[src/rtl/traffic_monitor_if.sv]
// -----------------------------------------------------------------------------
// traffic_monitor_if
// Bundles the lamp lines watched by the monitor and the status/display lines
// it produces.
//   master : lamp source side (drives green/yellow/red, observes results)
//   slave  : monitor side (samples lamps, drives phase/dur/flags/HEX)
// Signals:
//   green, yellow, red : lamp lines (LEDG[0], LEDR[17], LEDR[0])
//   phase              : tracked phase, 0=UNK 1=GREEN 2=YELLOW 3=RED
//   dur, dur_valid     : last completed phase duration in ticks, update pulse
//   err_seq/time/lamp  : sticky violation flags
//   HEX1, HEX0         : active-low 7-segment tens/ones digits of dur
// -----------------------------------------------------------------------------
interface traffic_monitor_if;
    localparam int unsigned PHASE_W = 2;
    localparam int unsigned DUR_W   = 6;
    localparam int unsigned HEX_W   = 8;

    logic               green;
    logic               yellow;
    logic               red;
    logic [PHASE_W-1:0] phase;
    logic [DUR_W-1:0]   dur;
    logic               dur_valid;
    logic               err_seq;
    logic               err_time;
    logic               err_lamp;
    logic [HEX_W-1:0]   HEX1;
    logic [HEX_W-1:0]   HEX0;

    modport master (
        output green, yellow, red,
        input  phase, dur, dur_valid, err_seq, err_time, err_lamp, HEX1, HEX0
    );

    modport slave (
        input  green, yellow, red,
        output phase, dur, dur_valid, err_seq, err_time, err_lamp, HEX1, HEX0
    );
endinterface

[src/rtl/traffic_monitor.sv]
// -----------------------------------------------------------------------------
// traffic_monitor
// Passive checker for the traffic-light controller lamps. Synchronizes the
// lamps, tracks the GREEN->YELLOW->RED->GREEN sequence, times each phase in
// 1 s ticks and flags sequence, timing and lamp-encoding violations.
// Ports:
//   CLOCK_50 : sole clock (posedge)
//   reset    : synchronous, active-high
//   mon      : traffic_monitor_if.slave (lamps in; phase, dur, dur_valid,
//              err_seq, err_time, err_lamp, HEX1, HEX0 out)
// Build option:
//   TRAFFIC_MONITOR_HEX_EN : when defined, builds the BCD split, segment
//   encoder and HEX registers; otherwise HEX1/HEX0 are tied to 8'hFF.
// -----------------------------------------------------------------------------
module traffic_monitor #(
    parameter int unsigned TICK_DIV = 50000000,
    parameter int unsigned GREEN_S  = 17,
    parameter int unsigned YELLOW_S = 6,
    parameter int unsigned RED_S    = 10
) (
    input  logic               CLOCK_50,
    input  logic               reset,
    traffic_monitor_if.slave   mon
);
    localparam int unsigned TICK_W = (TICK_DIV > 1) ? $clog2(TICK_DIV) : 1;
    localparam int unsigned SEC_W  = 6;
    localparam int unsigned SYNC_W = 2;
    localparam logic [SEC_W-1:0]  SEC_MAX  = '1;
    localparam logic [TICK_W-1:0] TICK_TOP = TICK_W'(TICK_DIV - 1);

    typedef enum logic [1:0] {
        PH_UNK    = 2'd0,
        PH_GREEN  = 2'd1,
        PH_YELLOW = 2'd2,
        PH_RED    = 2'd3
    } phase_e;

    // Synchronizer chains; bit [SYNC_W-1] is the synchronized lamp.
    logic [SYNC_W-1:0] g_sync_q, y_sync_q, r_sync_q;
    // Fills with ones after reset; the lamp check waits until the
    // synchronizers hold real samples instead of their cleared state.
    logic [SYNC_W-1:0] prime_q;
    logic              bad_q;
    phase_e            phase_q;
    // Current phase was entered through a change, so its length is complete.
    logic              full_q;
    logic [TICK_W-1:0] tcnt_q;
    logic [SEC_W-1:0]  sec_q;
    logic [SEC_W-1:0]  dur_q;
    logic              dur_valid_q;
    logic              err_seq_q;
    logic              err_time_q;
    logic              err_lamp_q;

    phase_e            lamp_c;
    logic              lamp_ok_c;
    logic              lamp_bad_c;
    logic              tick_c;
    logic [SEC_W-1:0]  sec_inc_c;
    logic [SEC_W:0]    sec_inc_p1_c;
    logic [SEC_W-1:0]  exp_c;
    logic              legal_c;
    logic              change_c;
    logic              time_bad_c;

    // Lamp decode: one-hot lamps give a phase, anything else is "bad".
    always_comb begin
        lamp_c     = PH_UNK;
        lamp_bad_c = 1'b0;
        case ({g_sync_q[SYNC_W-1], y_sync_q[SYNC_W-1], r_sync_q[SYNC_W-1]})
            3'b100:  lamp_c = PH_GREEN;
            3'b010:  lamp_c = PH_YELLOW;
            3'b001:  lamp_c = PH_RED;
            default: lamp_bad_c = prime_q[SYNC_W-1];
        endcase
        lamp_ok_c = (lamp_c != PH_UNK);
    end

    // Timing and sequence decisions for the current cycle.
    always_comb begin
        tick_c       = (tcnt_q == TICK_TOP);
        sec_inc_c    = (tick_c && (sec_q != SEC_MAX)) ? sec_q + SEC_W'(1) : sec_q;
        sec_inc_p1_c = {1'b0, sec_inc_c} + (SEC_W+1)'(1);
        exp_c        = '0;
        legal_c      = 1'b0;
        case (phase_q)
            PH_GREEN: begin
                exp_c   = SEC_W'(GREEN_S);
                legal_c = (lamp_c == PH_YELLOW);
            end
            PH_YELLOW: begin
                exp_c   = SEC_W'(YELLOW_S);
                legal_c = (lamp_c == PH_RED);
            end
            PH_RED: begin
                exp_c   = SEC_W'(RED_S);
                legal_c = (lamp_c == PH_GREEN);
            end
            default: begin
                exp_c   = '0;
                legal_c = 1'b0;
            end
        endcase
        change_c   = (phase_q != PH_UNK) && lamp_ok_c && (lamp_c != phase_q);
        // Window is [EXP-1, EXP]; the low side is tested as dur+1 < EXP.
        time_bad_c = (sec_inc_c > exp_c) || (sec_inc_p1_c < {1'b0, exp_c});
    end

    // Synchronizers, phase tracker, counters and sticky flags.
    always_ff @(posedge CLOCK_50) begin
        if (reset) begin
            g_sync_q    <= '0;
            y_sync_q    <= '0;
            r_sync_q    <= '0;
            prime_q     <= '0;
            bad_q       <= 1'b0;
            phase_q     <= PH_UNK;
            full_q      <= 1'b0;
            tcnt_q      <= '0;
            sec_q       <= '0;
            dur_q       <= '0;
            dur_valid_q <= 1'b0;
            err_seq_q   <= 1'b0;
            err_time_q  <= 1'b0;
            err_lamp_q  <= 1'b0;
        end else begin
            g_sync_q    <= {g_sync_q[SYNC_W-2:0], mon.green};
            y_sync_q    <= {y_sync_q[SYNC_W-2:0], mon.yellow};
            r_sync_q    <= {r_sync_q[SYNC_W-2:0], mon.red};
            prime_q     <= {prime_q[SYNC_W-2:0], 1'b1};
            bad_q       <= lamp_bad_c;
            dur_valid_q <= 1'b0;
            tcnt_q      <= tick_c ? '0 : tcnt_q + TICK_W'(1);
            sec_q       <= sec_inc_c;

            if (lamp_bad_c && bad_q) begin
                // Persistent bad encoding: drop tracking until lamps recover.
                err_lamp_q <= 1'b1;
                phase_q    <= PH_UNK;
                full_q     <= 1'b0;
                tcnt_q     <= '0;
                sec_q      <= '0;
            end else if (phase_q == PH_UNK) begin
                if (lamp_ok_c) begin
                    phase_q <= lamp_c;
                    full_q  <= 1'b0;
                    tcnt_q  <= '0;
                    sec_q   <= '0;
                end
            end else if (change_c) begin
                phase_q <= lamp_c;
                full_q  <= 1'b1;
                tcnt_q  <= '0;
                sec_q   <= '0;
                if (legal_c) begin
                    if (full_q) begin
                        dur_q       <= sec_inc_c;
                        dur_valid_q <= 1'b1;
                        if (time_bad_c) begin
                            err_time_q <= 1'b1;
                        end
                    end
                end else begin
                    err_seq_q <= 1'b1;
                end
            end
        end
    end

    assign mon.phase     = phase_q;
    assign mon.dur       = dur_q;
    assign mon.dur_valid = dur_valid_q;
    assign mon.err_seq   = err_seq_q;
    assign mon.err_time  = err_time_q;
    assign mon.err_lamp  = err_lamp_q;

`ifdef TRAFFIC_MONITOR_HEX_EN
    localparam int unsigned DIG_W = 4;
    localparam int unsigned HEX_W = 8;

    logic [HEX_W-1:0] hex1_q;
    logic [HEX_W-1:0] hex0_q;
    logic [DIG_W-1:0] tens_c;
    logic [DIG_W-1:0] ones_c;

    // Active-low segment pattern for one decimal digit.
    function automatic logic [HEX_W-1:0] seg7(input logic [DIG_W-1:0] d);
        case (d)
            4'd0:    seg7 = 8'hC0;
            4'd1:    seg7 = 8'hF9;
            4'd2:    seg7 = 8'hA4;
            4'd3:    seg7 = 8'hB0;
            4'd4:    seg7 = 8'h99;
            4'd5:    seg7 = 8'h92;
            4'd6:    seg7 = 8'h82;
            4'd7:    seg7 = 8'hF8;
            4'd8:    seg7 = 8'h80;
            4'd9:    seg7 = 8'h90;
            default: seg7 = 8'hFF;
        endcase
    endfunction

    // BCD split of the 0..63 duration.
    always_comb begin
        tens_c = DIG_W'(dur_q / SEC_W'(10));
        ones_c = DIG_W'(dur_q % SEC_W'(10));
    end

    // Display registers, one cycle behind dur.
    always_ff @(posedge CLOCK_50) begin
        if (reset) begin
            hex1_q <= 8'hC0;
            hex0_q <= 8'hC0;
        end else begin
            hex1_q <= seg7(tens_c);
            hex0_q <= seg7(ones_c);
        end
    end

    assign mon.HEX1 = hex1_q;
    assign mon.HEX0 = hex0_q;
`else
    assign mon.HEX1 = 8'hFF;
    assign mon.HEX0 = 8'hFF;
`endif

endmodule
[src/flat_wrapper.sv]
// flat-port wrapper written by rule: the top's interface ports become plain ports
module traffic_monitor_flat 
#(
    parameter int unsigned TICK_DIV = 50000000,
    parameter int unsigned GREEN_S  = 17,
    parameter int unsigned YELLOW_S = 6,
    parameter int unsigned RED_S    = 10
)
  (CLOCK_50, reset, mon_green, mon_yellow, mon_red, mon_phase, mon_dur, mon_dur_valid, mon_err_seq, mon_err_time, mon_err_lamp, mon_HEX1, mon_HEX0);
  traffic_monitor_if mon_i ();
  input  logic CLOCK_50;
  input  logic reset;
  input wire logic [$bits(mon_i.green)-1:0] mon_green;
  input wire logic [$bits(mon_i.yellow)-1:0] mon_yellow;
  input wire logic [$bits(mon_i.red)-1:0] mon_red;
  output wire logic [$bits(mon_i.phase)-1:0] mon_phase;
  output wire logic [$bits(mon_i.dur)-1:0] mon_dur;
  output wire logic [$bits(mon_i.dur_valid)-1:0] mon_dur_valid;
  output wire logic [$bits(mon_i.err_seq)-1:0] mon_err_seq;
  output wire logic [$bits(mon_i.err_time)-1:0] mon_err_time;
  output wire logic [$bits(mon_i.err_lamp)-1:0] mon_err_lamp;
  output wire logic [$bits(mon_i.HEX1)-1:0] mon_HEX1;
  output wire logic [$bits(mon_i.HEX0)-1:0] mon_HEX0;
  assign mon_i.green = mon_green;
  assign mon_i.yellow = mon_yellow;
  assign mon_i.red = mon_red;
  assign mon_phase = mon_i.phase;
  assign mon_dur = mon_i.dur;
  assign mon_dur_valid = mon_i.dur_valid;
  assign mon_err_seq = mon_i.err_seq;
  assign mon_err_time = mon_i.err_time;
  assign mon_err_lamp = mon_i.err_lamp;
  assign mon_HEX1 = mon_i.HEX1;
  assign mon_HEX0 = mon_i.HEX0;
  traffic_monitor #(.TICK_DIV(TICK_DIV), .GREEN_S(GREEN_S), .YELLOW_S(YELLOW_S), .RED_S(RED_S)) u_core (.CLOCK_50(CLOCK_50), .reset(reset), .mon(mon_i));
endmodule
[config.mk]
export PLATFORM = sky130hd
export DESIGN_NAME = traffic_monitor_flat
export DESIGN_NICKNAME = d
export VERILOG_FILES = /design/src/rtl/traffic_monitor_if.sv /design/src/rtl/traffic_monitor.sv /design/src/flat_wrapper.sv
export SDC_FILE = /design/constraint.sdc
export NUM_CORES = 1
export LEC_CHECK = 0
export ABC_AREA = 1
export BUFFER_PORTS_ARGS = -buffer_cell sky130_fd_sc_hd__clkbuf_2
export CORE_AREA = 4 4 117 119
export DETAILED_ROUTE_END_ITERATION = 10
export DIE_AREA = 0 0 121 123
export MAX_ROUTING_LAYER = met4
export SYNTH_ARGS = -nofsm -noshare
export SYNTH_HDL_FRONTEND = slang
export SYNTH_SLANG_ARGS = --single-unit
[constraint.sdc]
create_clock -name CLOCK_50 -period 4.7 [get_ports CLOCK_50]
set_clock_uncertainty 0.1 [all_clocks]
set_input_delay 0.235 -clock CLOCK_50 [delete_from_list [all_inputs] [get_ports CLOCK_50]]
set_output_delay 0.235 -clock CLOCK_50 [all_outputs]
set_load 0.01 [all_outputs]
==> results.toml <==
[status]
run_status = "completed"

[synth]
ys_seq_elements = 54
synthDominantCellAreaShare = 0.3482
synth.yosys.seq_area_share = 0.3482
synth_edf_count = 0
synth.distinct_cells = 47
synth_top_family_by_area = "simple AND/OR/NAND/NOR gates"
synth_compound_gate_area_share = 0.07457
yosys.area_share.adder = 0.04434
yosys.area_share.xor_xnor = 0.05401
synth_mux_area_frac = 0
synth_area_leaders = "sky130_fd_sc_hd__dfxtp_1 (35%), sky130_fd_sc_hd__nand2_1 (7.7%), sky130_fd_sc_hd__nor2_1 (7.3%)"
synth_area_per_cell_um2 = 7.646
syn-cell-area_um2 = 3104
yosys_warnings = 0
netlist_instances = 406
synth_top_area_cell = "sky130_fd_sc_hd__dfxtp_1"
async_flop_share = 0
synth_simple_gate_area_frac = 0.3656
synthFlopType = "sky130_fd_sc_hd__dfxtp_1"

[setup_path]
crit_family = "simple AND/OR/NAND/NOR gates"
worstSetupEndpointType = "flop"
path_max_fanout = 7
timing.critical_path.slowest_cell_delay_ps = 460
crit_path_cell_trace = "ha_1, nand2_1, nor2_1, nand2_1, nand3_4, xor2_4, nor2_4, nand2_1, nand2_1, inv_1, ha_1, a21oi_1, o21ai_0, a21oi_1, nor2_1, nor3b_1, nand2_1, nand2_1, nand2_1, nand2_1"
cp_data_required_time_ps = 4840
setup.worst_path.start_class = "flop"
path_common_cell = "sky130_fd_sc_hd__nand2_1"
worst-setup-path-type = "flop to flop"
critPathBufInv = 1
critical_path.slowest_cell = "sky130_fd_sc_hd__dfxtp_1"
cp.arrival_ps = 3200

[sta]
post-route-period-util = 0.6506
finalHoldWorstSlack_ps = 29.79
post-route-min-period_ps = 3058
rsz0062_at_grt = "false"
hold_violations = 0
drv_slew = 0
maxSlewHeadroom = 0.5580
worstMarginPinSlew_ps = 660.6
max_freq_mhz = 327.1
timing.setup.tns_ps = 0
timing.final.setup_violations = 0

[die]
chipWidth_um = 121
pin_count = 33
area_of_the_die_um2 = 14880
core_area_um2 = 12570
initial_util = 0.2470
dieHeight_um = 123
num_rows = 41

[finish]
drive_gt1_frac = 0.1981
nNetsFinal = 439
diodes = 0
area_occupied_by_multi_input_gates_um2 = 1732
design_area_um2 = 3476
flow.area_growth_from_synthesis_pct = 11.97
final.fill_count = 1356
layout.area.seq_um2 = 1081

[pwr]
p_leak_nw = 1.471
internal_power_uw = 742.7
power.share.clock = 0.433
vdd_ir_drop_max_v = 0.0001522
combPwrFrac = 0.078
p_sw_uw = 228.7
p_sw_frac = 0.2354
pwr-share-seq = 0.488
power_per_cell_area_nw_per_um2 = 279.5

[global_route]
number_of_global_route_vias_before_repair = 2357
grt_pass1_wl_mm = 10.17
use_met3 = 0.01144
met2_usage = 0.1417
grt_antenna_before_repair = 0
grt-ovfl-total = 0
grt_max_degree = 21
grt_usage = 0.08293
grt.met1_usage = 0.09843
top_usage_layer = "met2"

[clock_tree]
clock_path_buffers = 2
gates_resized_cts_repair = 0
cts_sinks = 54
clock-root-buffer = "sky130_fd_sc_hd__clkbuf_16"
cts_hold_buf = 0
cts-buffers-inserted = 5
cts_tree = "built"
clk_transition_reported_paths_ps = 70
clock_latency_ps = 290
post_cts_buffers = 0
cts_htree_levels = 2

[hold_path]
holdCritPathClass = "input pin to flop"

[drt]
via_per_inst = 4.102
drt-wirelength-per-cell_um = 9.733
routed_wirelength_mm = 5.801
antenna_violating_nets_post_route = 0
drc = 0
vias = 2445
drt_iter0_drc = 78
drtPass1Iterations = 4

[place]
detailed_place.area_um2 = 3306
hpwlAfterDp_mm = 4.507
globalplace.congestion = 0.8649
port_buffers = 16

[job]
max-cap-violations = 0
[Yosys cell counts (all sizes together), types with 3 or more instances]
master and n:
a21oi 17, a31oi 3, buf 20, dfxtp 54, ha 11, inv 52, nand2 80, nand3 21
nand4 9, nor2 79, nor3 12, o21ai 13, xnor2 4, xor2 13
[worst paths after layout]
check	from	to	slack (ps)	cells after the start
setup / recovery	u_core.sec_q[0]	u_core.mon.err_time	1640	20
hold / removal	mon_yellow	u_core.y_sync_q[0]	30	3
setup reg to reg	u_core.sec_q[0]	u_core.mon.err_time	1640	20
hold reg to reg	u_core.y_sync_q[0]	u_core.y_sync_q[1]	300	2
[cell families after synthesis]
kind of cell             after synthesis
AO/OA/AOI/OAI                         40
XOR/XNOR                              17
adder cells (fa/ha/maj)               11
buffers and inverters                 73
flip-flops                            54
other                                  1
AND/OR/NAND/NOR                      210
[sequential cells by signal, indices dropped and copies added, names as in the netlist]
register,count
u_core.mon.phase,2
u_core.mon.err_seq,1
u_core.prime_q,2
u_core.mon.dur,6
u_core.mon.err_lamp,1
u_core.y_sync_q,2
u_core.mon.err_time,1
u_core.mon.dur_valid,1
u_core.sec_q,6
u_core.full_q,1
u_core.tcnt_q,26
u_core.bad_q,1
u_core.g_sync_q,2
u_core.r_sync_q,2
[power groups by stage]
stage	Combinational [mW]	Sequential [mW]	Clock [mW]
after global placement	0.0751	0.485	0
after global routing	0.0891	0.476	0.451
after CTS	0.0768	0.474	0.437
after floorplan	0.0726	0.483	0
final	0.0762	0.474	0.421
after detailed placement	0.0764	0.485	0
[worst register-to-register path: stages, from the launching register on]
cell                      delay, ps
sky130_fd_sc_hd__dfxtp_1        460
sky130_fd_sc_hd__ha_1           210
sky130_fd_sc_hd__nand2_1         90
sky130_fd_sc_hd__nor2_1         170
sky130_fd_sc_hd__nand2_1        200
sky130_fd_sc_hd__nand3_4        170
sky130_fd_sc_hd__xor2_4         290
sky130_fd_sc_hd__nor2_4          60
sky130_fd_sc_hd__nand2_1         90
sky130_fd_sc_hd__nand2_1         60
sky130_fd_sc_hd__inv_1           50
sky130_fd_sc_hd__ha_1           230
sky130_fd_sc_hd__a21oi_1        140
sky130_fd_sc_hd__o21ai_0         90
sky130_fd_sc_hd__a21oi_1        130
sky130_fd_sc_hd__nor2_1          50
sky130_fd_sc_hd__nor3b_1        170
sky130_fd_sc_hd__nand2_1         70
sky130_fd_sc_hd__nand2_1         60
sky130_fd_sc_hd__nand2_1         40
sky130_fd_sc_hd__nand2_1         50
[cell usage in the layout, fill, tap and decap left out, types with 7 or more instances in the layout]
cell type,count
sky130_fd_sc_hd__clkbuf_2,16
sky130_fd_sc_hd__nor2_2,8
sky130_fd_sc_hd__dfxtp_1,54
sky130_fd_sc_hd__inv_1,45
sky130_fd_sc_hd__xor2_1,12
sky130_fd_sc_hd__nor2_1,60
sky130_fd_sc_hd__nand4_1,7
sky130_fd_sc_hd__ha_1,11
sky130_fd_sc_hd__a21oi_1,16
sky130_fd_sc_hd__nand2_2,14
sky130_fd_sc_hd__nor2_4,10
sky130_fd_sc_hd__nand2_1,64
sky130_fd_sc_hd__nand3_1,18
sky130_fd_sc_hd__conb_1,16
sky130_fd_sc_hd__o21ai_0,10
[stage by stage]
step,utilization,cells,total power [mW],worst slack [ps]
finish,0.2766,596,0.9714,1642
global route,0.2766,596,1.016,1251
CTS,0.2766,596,0.9878,1648
detailed placement,0.2630,588,0.5616,1681
global placement,0.2630,588,0.5597,1809
floorplan,-,421,0.5560,1976
[metal layers]
layer	up-vias	wire [um]
met5	-	0
met4	0	107
met3	6	132
met2	26	2779
met1	1115	2781
li1	1298	-
[area by class of cell]
| cell class | instances | share of cell area |
|---|---|---|
| clock buffer | 5 | 0.03600 |
| multi-input combinational | 294 | 0.4982 |
| inverter | 52 | 0.05688 |
| clock inverter | 3 | 0.01296 |
| tap | 172 | 0.06191 |
| sequential | 54 | 0.3110 |
| timing repair buffer | 16 | 0.02304 |
Power figures use the tool's default switching activity.
